**src/rtl/pixel_write_arbiter.sv**
```systemverilog
// Round-robin arbiter for sprite-drawer pixel writes onto the single VGA plot port.
// Also sweeps the whole screen with CLEAR_COLOUR on request and drops off-screen pixels.
module pixel_write_arbiter #(
    parameter int         N_SRC        = 4,
    parameter int         SCREEN_W     = 320,
    parameter int         SCREEN_H     = 240,
    parameter logic [2:0] CLEAR_COLOUR = 3'b000
) (
    input  logic                 clk,
    input  logic                 reset,
    input  logic [N_SRC-1:0]     req_valid,
    input  logic [9*N_SRC-1:0]   req_x,
    input  logic [8*N_SRC-1:0]   req_y,
    input  logic [3*N_SRC-1:0]   req_colour,
    output logic [N_SRC-1:0]     req_ready,
    input  logic                 clear_req,
    output logic                 busy,
    output logic                 clear_done,
    output logic [8:0]           x,
    output logic [7:0]           y,
    output logic [2:0]           colour,
    output logic                 plot,
    output logic [7:0]           drop_count
);
    localparam int         PTR_W  = (N_SRC > 1) ? $clog2(N_SRC) : 1;
    localparam logic [8:0] LAST_X = 9'(SCREEN_W - 1);
    localparam logic [7:0] LAST_Y = 8'(SCREEN_H - 1);

    typedef enum logic {S_ARB, S_CLEAR} state_t;

    state_t           r_state, w_state_nxt;
    logic [PTR_W-1:0] r_rr;
    logic [8:0]       r_x;
    logic [7:0]       r_y;
    logic [2:0]       r_colour;
    logic             r_plot, r_clear_done;
    logic [7:0]       r_drop;

    logic [PTR_W-1:0] w_cand, w_gidx;
    logic             w_found, w_xfer, w_on, w_sweep_last;
    logic [8:0]       w_gx;
    logic [7:0]       w_gy;
    logic [2:0]       w_gc;

    assign w_gx = req_x[9*int'(w_gidx) +: 9];
    assign w_gy = req_y[8*int'(w_gidx) +: 8];
    assign w_gc = req_colour[3*int'(w_gidx) +: 3];
    // Full-width unsigned bounds: wrapped negatives like y=254 land out of range.
    assign w_on = ({1'b0, w_gx} < 10'(SCREEN_W)) && ({1'b0, w_gy} < 9'(SCREEN_H));
    assign w_sweep_last = (r_x == LAST_X) && (r_y == LAST_Y);

    always_ff @(posedge clk or posedge reset) begin
        if (reset) r_state <= S_ARB;
        else       r_state <= w_state_nxt;
    end

    always_comb begin
        w_state_nxt = r_state;
        w_cand      = '0;
        w_gidx      = '0;
        w_found     = 1'b0;
        w_xfer      = 1'b0;
        req_ready   = '0;
        // Search starts just past the last winner, so it ends up lowest priority.
        for (int i = 1; i <= N_SRC; i++) begin
            w_cand = PTR_W'((int'(r_rr) + i) % N_SRC);
            if (!w_found && req_valid[w_cand]) begin
                w_found = 1'b1;
                w_gidx  = w_cand;
            end
        end
        case (r_state)
            S_ARB: begin
                if (clear_req) begin
                    w_state_nxt = S_CLEAR;
                end else if (w_found && !reset) begin
                    w_xfer            = 1'b1;
                    req_ready[w_gidx] = 1'b1;
                end
            end
            S_CLEAR: begin
                if (w_sweep_last) w_state_nxt = S_ARB;
            end
            default: w_state_nxt = S_ARB;
        endcase
    end

    // In CLEAR the output x/y registers double as the sweep counters.
    always_ff @(posedge clk or posedge reset) begin
        if (reset) begin
            r_rr         <= '0;
            r_x          <= '0;
            r_y          <= '0;
            r_colour     <= '0;
            r_plot       <= 1'b0;
            r_clear_done <= 1'b0;
            r_drop       <= '0;
        end else begin
            r_plot       <= 1'b0;
            r_clear_done <= 1'b0;
            case (r_state)
                S_ARB: begin
                    if (clear_req) begin
                        r_x      <= '0;
                        r_y      <= '0;
                        r_colour <= CLEAR_COLOUR;
                        r_plot   <= 1'b1;
                    end else if (w_xfer) begin
                        r_rr <= w_gidx;
                        if (w_on) begin
                            r_x      <= w_gx;
                            r_y      <= w_gy;
                            r_colour <= w_gc;
                            r_plot   <= 1'b1;
                        end else if (r_drop != 8'hFF) begin
                            r_drop <= r_drop + 8'd1;
                        end
                    end
                end
                S_CLEAR: begin
                    if (w_sweep_last) begin
                        r_clear_done <= 1'b1;
                    end else begin
                        r_plot <= 1'b1;
                        if (r_x == LAST_X) begin
                            r_x <= '0;
                            r_y <= r_y + 8'd1;
                        end else begin
                            r_x <= r_x + 9'd1;
                        end
                    end
                end
                default: ;
            endcase
        end
    end

    assign busy       = (r_state == S_CLEAR);
    assign clear_done = r_clear_done;
    assign x          = r_x;
    assign y          = r_y;
    assign colour     = r_colour;
    assign plot       = r_plot;
    assign drop_count = r_drop;
endmodule

```
**config.mk**
```make
export PLATFORM = sky130hd
export DESIGN_NAME = pixel_write_arbiter
export DESIGN_NICKNAME = d
export VERILOG_FILES = /design/src/rtl/pixel_write_arbiter.sv
export SDC_FILE = /design/constraint.sdc
export NUM_CORES = 1
export LEC_CHECK = 0
export CELL_PAD_IN_SITES_DETAIL_PLACEMENT = 1
export CELL_PAD_IN_SITES_GLOBAL_PLACEMENT = 1
export CORE_ASPECT_RATIO = 1.2
export CORE_MARGIN = 2
export CORE_UTILIZATION = 32
export DETAILED_ROUTE_END_ITERATION = 6
export GPL_ROUTABILITY_DRIVEN = 0
export PLACE_DENSITY_LB_ADDON = 0.08
export REMOVE_ABC_BUFFERS = 1
export SETUP_SLACK_MARGIN = 0.1
export SKIP_LAST_GASP = 1
export SYNTH_ARGS = -nofsm -noshare
export SYNTH_HDL_FRONTEND = slang
export SYNTH_SLANG_ARGS = --single-unit
```
**constraint.sdc**
```tcl
create_clock -name clk -period 4.6 [get_ports clk]
set_input_delay 0.69 -clock clk [delete_from_list [all_inputs] [get_ports clk]]
set_output_delay 0.69 -clock clk [all_outputs]
set_load 0.005 [all_outputs]
```
======== Word level (Yosys, flattened, before mapping) ========
Index checks and enable logic that the tools add are counted.
storage, ports and cells
  flip-flop bits (word level) ............. 33
  input bits .............................. 87
  word-level logic and storage cells ...... 104
operators by class
  add/sub/neg operators ................... 7
  $mul .................................... 2
  magnitude comparators ................... 8
  equality and inequality tests ........... 7
  shifts and indexed selects .............. 3
  multiplexer cells ....................... 48
  bitwise operators ....................... 3
  reductions and logical operators ........ 18
operators by type and width
  operator                                                    number
  2-to-1 mux 9 bit                                            5
  2-to-1 mux 8 bit                                            5
  variable part select 36 x 7 -> 9 bit                        1
  variable part select 32 x 6 -> 8 bit                        1
  2-to-1 mux 1 bit                                            19
  one-hot mux 9 bit (2 select lines)                          1
  adder 8 x 1 -> 8 bit, second input constant                 2
  one-hot mux 8 bit (2 select lines)                          1
  less-than comparator 2 x 3 -> 1 bit, second input constant  5
  2-to-1 mux 4 bit                                            3
  variable part select 12 x 5 -> 3 bit                        1
  adder 9 x 1 -> 9 bit, second input constant                 1
  equality test 9 bit, second input constant                  1
  less-than comparator 9 bit, second input constant           1
  2-to-1 mux 3 bit                                            3
  AND reduction 3 bit                                         3
  binary-select mux 1 bit (select 2 bit)                      4
  equality test 8 bit, second input constant                  1
  less-than comparator 8 bit, second input constant           1
  2-to-1 mux 2 bit                                            4
  != test 8 bit, second input constant                        1
  logical AND 1 bit                                           7
  multiplier 4 x 2 -> 6 bit, first input constant             1
  != test 3 bit, second input constant                        2
  13 further kinds                                            22

======== Longest topological paths before layout ========
Gate-level depths: netlist of the first run.
  word-level depth ........................ 21
  gate-level depth with buffers ........... 10

======== Worst setup path before layout of the first run ========
No wires, ideal clock.
  path type ............................... input -> register
  start ................................... input port req_valid[0]
  end ..................................... register r_y[0], in the netlist y[0]
  setup time .............................. 127 ps
  arrival time ............................ 2894 ps
  slack ................................... 1579 ps
  stages on the path ...................... 7
  cells stage by stage .................... o21a_1 a211oi_4 mux4_1 o21ai_2 a32oi_2 buf_4 mux2_1
between the ends
  longest elaborated chain between the ends .. 18
  elaborated cells between the ends (all ways) .. 39
ends and longest elaborated chain
  item                                                                             line    source
  start: declaration                                                               11      input logic [N_SRC-1:0] req_valid,
  binary-select mux 1 bit (select 2 bit)                                           67      if (!w_found && req_valid[w_cand]) begin
  2-to-1 mux 1 bit (implied by the code)                                           67
  2-to-1 mux 1 bit                                                                 67
  zero test 1 bit                                                                  67
  logical AND 1 bit                                                                67
  2-to-1 mux 1 bit                                                                 67
  zero test 1 bit                                                                  67
  logical AND 1 bit                                                                67
  [... 2 more ...]                                                                 -
  logical AND 1 bit                                                                67
  2-to-1 mux 2 bit / 2-to-1 mux 1 bit (equally long branches)                      67
  multiplier 4 x 2 -> 6 bit / logical AND 1 bit (equally long branches)            45, 76
  variable part select 36 x 7 -> 9 bit / 2-to-1 mux 1 bit (equally long branches)  45, 76
  less-than comparator 9 bit / 2-to-1 mux 1 bit (equally long branches)            49, 74
  logical AND 1 bit / 2-to-1 mux 1 bit (equally long branches)                     49, 72
  != test 3 bit (no source line)                                                   -
  AND reduction 4 bit (no source line)                                             -
  end signal: assignment                                                           112     r_y <= w_gy;
  end signal: assignment                                                           127     r_y <= r_y + 8'd1;
  end: declaration                                                                 34      logic [7:0] r_y;
Parallel ways exist; a longest one is shown, timed or not. The select of a mux whose other input is x is not followed.
A chain may end at the register's enable or synchronous reset.

======== Worst setup path after layout of the first run ========
  start ................................... register r_state, in the netlist busy
  end ..................................... output port req_ready[1]
between the ends
  longest elaborated chain between the ends .. 1
ends and longest elaborated chain
  item                      line  source
  start: declaration        31    state_t r_state, w_state_nxt;
  start signal: assignment  54    else r_state <= w_state_nxt;
  2-to-1 mux 4 bit          72    case (r_state)
  end: declaration          15    output logic [N_SRC-1:0] req_ready,
No other way between the ends.

==> metrics.md, run 1 <==
| Metric | Value |
|---|---|
| Cell area after synthesis | `~2500 um2` |
| Slew headroom | `approximately 46%` |
| Combinational share of power | `42.2%` |
| Final Cycle Share | `around 85%` |
| Routed wire per std cell | `17.8 um` |
| Top_reg_cell synth | `dfrtp_1` |
| Worst path required time | `a little under 4000 ps` |
| Antenna Nets Post-Route | `0` |
| Die Ht | `about 100 um` |
| DR vias | `2632` |
| # setup viols final | `0` |
| Largest net degree at the start of global routing | `34` |
| HPWL Detailed | `roughly 6800 um` |
| CP startpoint kind | `flip-flop` |
| Post-synthesis sequential area ratio | `approximately 33%` |
| Initial Util | `32.9%` |
| Finished Layout Cells | `484` |
| Unrepaired setup endpoints after global routing | `false` |
| P_leak | `1.56 nW` |
| Cts bufs inserted | `5` |
| CP Capture Type | `primary output` |
| Post-synth EDFFs | `0` |
| Crit path time final | `slightly below 4000 ps` |
| Post-CTS Hold Fix Bufs | `0` |
| Vias in the first global route | `2803` |
| Fin. max-slew vios | `0` |
| Share of layout cells above drive strength 1 | `slightly below 10%` |
| # diodes | `0` |
| Detailed Routing Iterations Pass 1 | `4` |
| Area delta synth->final | `55.1%` |
| Sequential Power Share | `37.7%` |
| Critical path type | `flip-flop to primary output` |
| DIE AREA | `8620 um2` |
| Wire length of the first global-routing pass | `14200 um` |
| CP max stage cell | `nor3_1` |
| Int Power | `~730 uW` |
| Drt first-iter violations | `96` |
| Setup Fix Bufs, Post-CTS | `0` |
| Routed wl met2 | `4690 um` |
| Initial antenna violation count | `0` |
| Data arrival time of the critical path | `3220 ps` |
| Worst-path fanout max | `17` |
| Core ar. | `7660 um2` |
| Yosys reg bits | `33` |
| F_max | `256 MHz` |
| Uppermost layer routed | `met4` |
| Clock Power Share | `about a fifth` |
| Count of cell types in the netlist | `56` |
| DIE WIDTH | `approximately 85 um` |
| CTS Root Cell | `clkbuf_8` |
| IO Pins | `122` |
| Vias/cell | `~5.4` |
| Pwr per Cell Area | `280 nW/um2` |
| Crit path buf inv count | `2` |
| Cell Rows | `35` |
| CP peak stage delay | `~710 ps` |
| Status | `finished clean` |
| Congestion Overflow GR | `0` |
| Post-place instance area | `3830 um2` |
| Cts repair resizes | `0` |
| Sw Ratio | `33.8%` |
| DR WL met3 | `between 300 and 400 um` |
| Final Worst Setup Slack | `about 690 ps` |
| Setup TNS Final | `0 ps` |
| Clk_lat worst skew | `280 ps` |
| Top delay family on crit path | `simple AND/OR/NAND/NOR gates` |
| DRC violations left | `0` |
| Worst Tran Pin Value | `about 800 ps` |
| CTS max path bufs | `2` |
| Hold Vio Cnt, Final | `0` |
| Worst-path clk slew | `70 ps` |
| H-Tree Level Count | `2` |
| Worst vdd ir | `0.000212 V` |
| Fillers | `between 800 and 900` |
| # clock sinks | `33` |
| Clk_skew | `~8.5 ps` |
| Ys Warns | `0` |
| Mapped Cells | `270` |
| Hold Path Class | `flip-flop to flip-flop` |
| CTS tree | `done` |
| Avg Inst Size Synth | `9.35 um2` |
| Routed WL | `approximately 8600 um` |
| Finished Cell Area | `3920 um2` |
| Place WS | `718 ps` |
| Placed cells | `approximately 480` |
| Storage element area | `826 um2` |
| Max Cap Viol | `0` |
| Port bufs | `121` |
| Async SR Flop Fraction | `100%` |
| Switch Pwr | `370 uW` |
| Multi-input gate area | `1590 um2` |
| Total GRT Usage | `between 20% and 30%` |
| Metal1 wirelength | `3570 um` |
| Crit-path cells | `inv_1 > nand2_1 > nor3_1 > nor3b_1 > clkdlybuf4s50_1` |
| Fin nets | `roughly 480` |
per-stage QoR:
step           hold WS, ps  power (mW)  util (%)
6_report               501        1.10      51.1
5_1_grt                526        1.18      51.1
4_1_cts                500        1.11      51.1
3_5_place_dp           490       0.885      50.0
3_3_place_gp           472       0.870      50.0
2_1_floorplan          479       0.630         -
cell usage after synthesis (2+ instances only):
library cell	count	area [um2]
nand2b_1	6	37.5
mux4_2	2	45.0
o2bb2ai_1	3	26.3
a21o_1	2	15.0
clkbuf_1	8	30.0
nand4b_1	2	17.5
dfrtp_1	33	826
nor3_1	7	35.0
a22oi_1	2	15.0
nand4_1	5	31.3
xnor2_1	6	52.6
nand3_1	12	60.1
and3_1	8	50.1
a21oi_1	20	100
o22a_1	2	17.5
o22ai_1	3	18.8
o211ai_1	2	15.0
a211oi_1	10	75.1
nor2_1	24	90.1
ha_1	3	37.5
mux2i_1	16	160
buf_2	2	10.0
nor2b_1	6	37.5
nand2_1	11	41.3
mux2_2	8	90.1
a211o_1	2	17.5
o21ai_0	17	85.1
a31oi_1	3	18.8
mux2_1	2	22.5
and2_1	3	18.8
mux4_1	4	105
buf_4	2	15.0
buf_6	2	22.5
inv_1	10	37.5
placed cells by master (no fill, tap or decap), drive strengths merged, types with 8 or more instances in the layout:
cell           count
dfrtp             33
clkdlybuf4s50    121
mux2              11
nand3             12
a21oi             21
nand2             11
nor3               8
o21ai             18
inv               10
and3               9
mux2i             16
nor2              24
a211oi            11
worst paths after layout:
| kind | to | cells after the start | startpoint | slack [ps] |
|---|---|---|---|---|
| worst max-delay path | req_ready[1] | 5 | busy | 690 |
| worst min-delay path | drop_count[4] | 1 | drop_count[4] | 500 |
| worst max register to register | drop_count[1] | 7 | busy | 1220 |
| worst min register to register | drop_count[4] | 1 | drop_count[4] | 500 |
| max in group asynchronous | colour[1] | 3 | reset | 3420 |
| min in group asynchronous | y[7] | 3 | reset | 850 |
worst reg2reg max path, delay by kind of cell, from the launching register on:
kind,cells,cell delay [ps]
flip-flops,1,610
multiplexers,1,330
AND/OR/NAND/NOR,3,1270
buffers and inverters,2,720
AO/OA/AOI/OAI,1,340
state kept, by name, indices dropped and copies added, names as in the netlist:
register	count
busy	1
clear_done	1
colour	3
drop_count	8
plot	1
r_rr	2
x	9
y	8
per-layer routing:
metal | up-vias | global-route usage (%)
li1 | 1254 | -
met1 | 1325 | 25.2
met2 | 49 | 38.1
met3 | 4 | 3.34
met4 | 0 | 2.93
met5 | - | 0
cell type report:
cell class                 count  area share [%]
tap                           92            2.94
timing repair buffer         128            32.3
clock inverter                 1           0.192
multi-input combinational    213            40.6
inverter                      10           0.959
sequential                    33            21.1
clock buffer                   7            1.95
kinds of logic after synthesis:
| group | Yosys count | synth area share, % |
|---|---|---|
| xor+xnor | 6 | 2.08 |
| mux | 33 | 17.4 |
| compound gates | 76 | 20.5 |
| flops | 33 | 32.7 |
| fa+ha+maj | 3 | 1.49 |
| buf+inv | 24 | 4.56 |
| simple gates | 95 | 21.3 |
power groups by stage:
stage | registers, mW | clock network (mW) | logic (mW)
3_5_place_dp | 0.418 | 0 | 0.468
2_1_floorplan | 0.407 | 0 | 0.223
6_report | 0.412 | 0.220 | 0.462
3_3_place_gp | 0.417 | 0 | 0.453
5_1_grt | 0.423 | 0.241 | 0.514
4_1_cts | 0.414 | 0.229 | 0.470
Power figures use the tool's default switching activity.
==> run 2: changes to the inputs <==
--- a/config.mk
+++ b/config.mk
@@ -14,7 +14,6 @@
 export GPL_ROUTABILITY_DRIVEN = 0
 export PLACE_DENSITY_LB_ADDON = 0.08
 export REMOVE_ABC_BUFFERS = 1
-export SETUP_SLACK_MARGIN = 0.1
 export SKIP_LAST_GASP = 1
 export SYNTH_ARGS = -nofsm -noshare
 export SYNTH_HDL_FRONTEND = slang
==> results of run 2 <==
The final DEF is identical to that of run 1; final timing and power are the same.
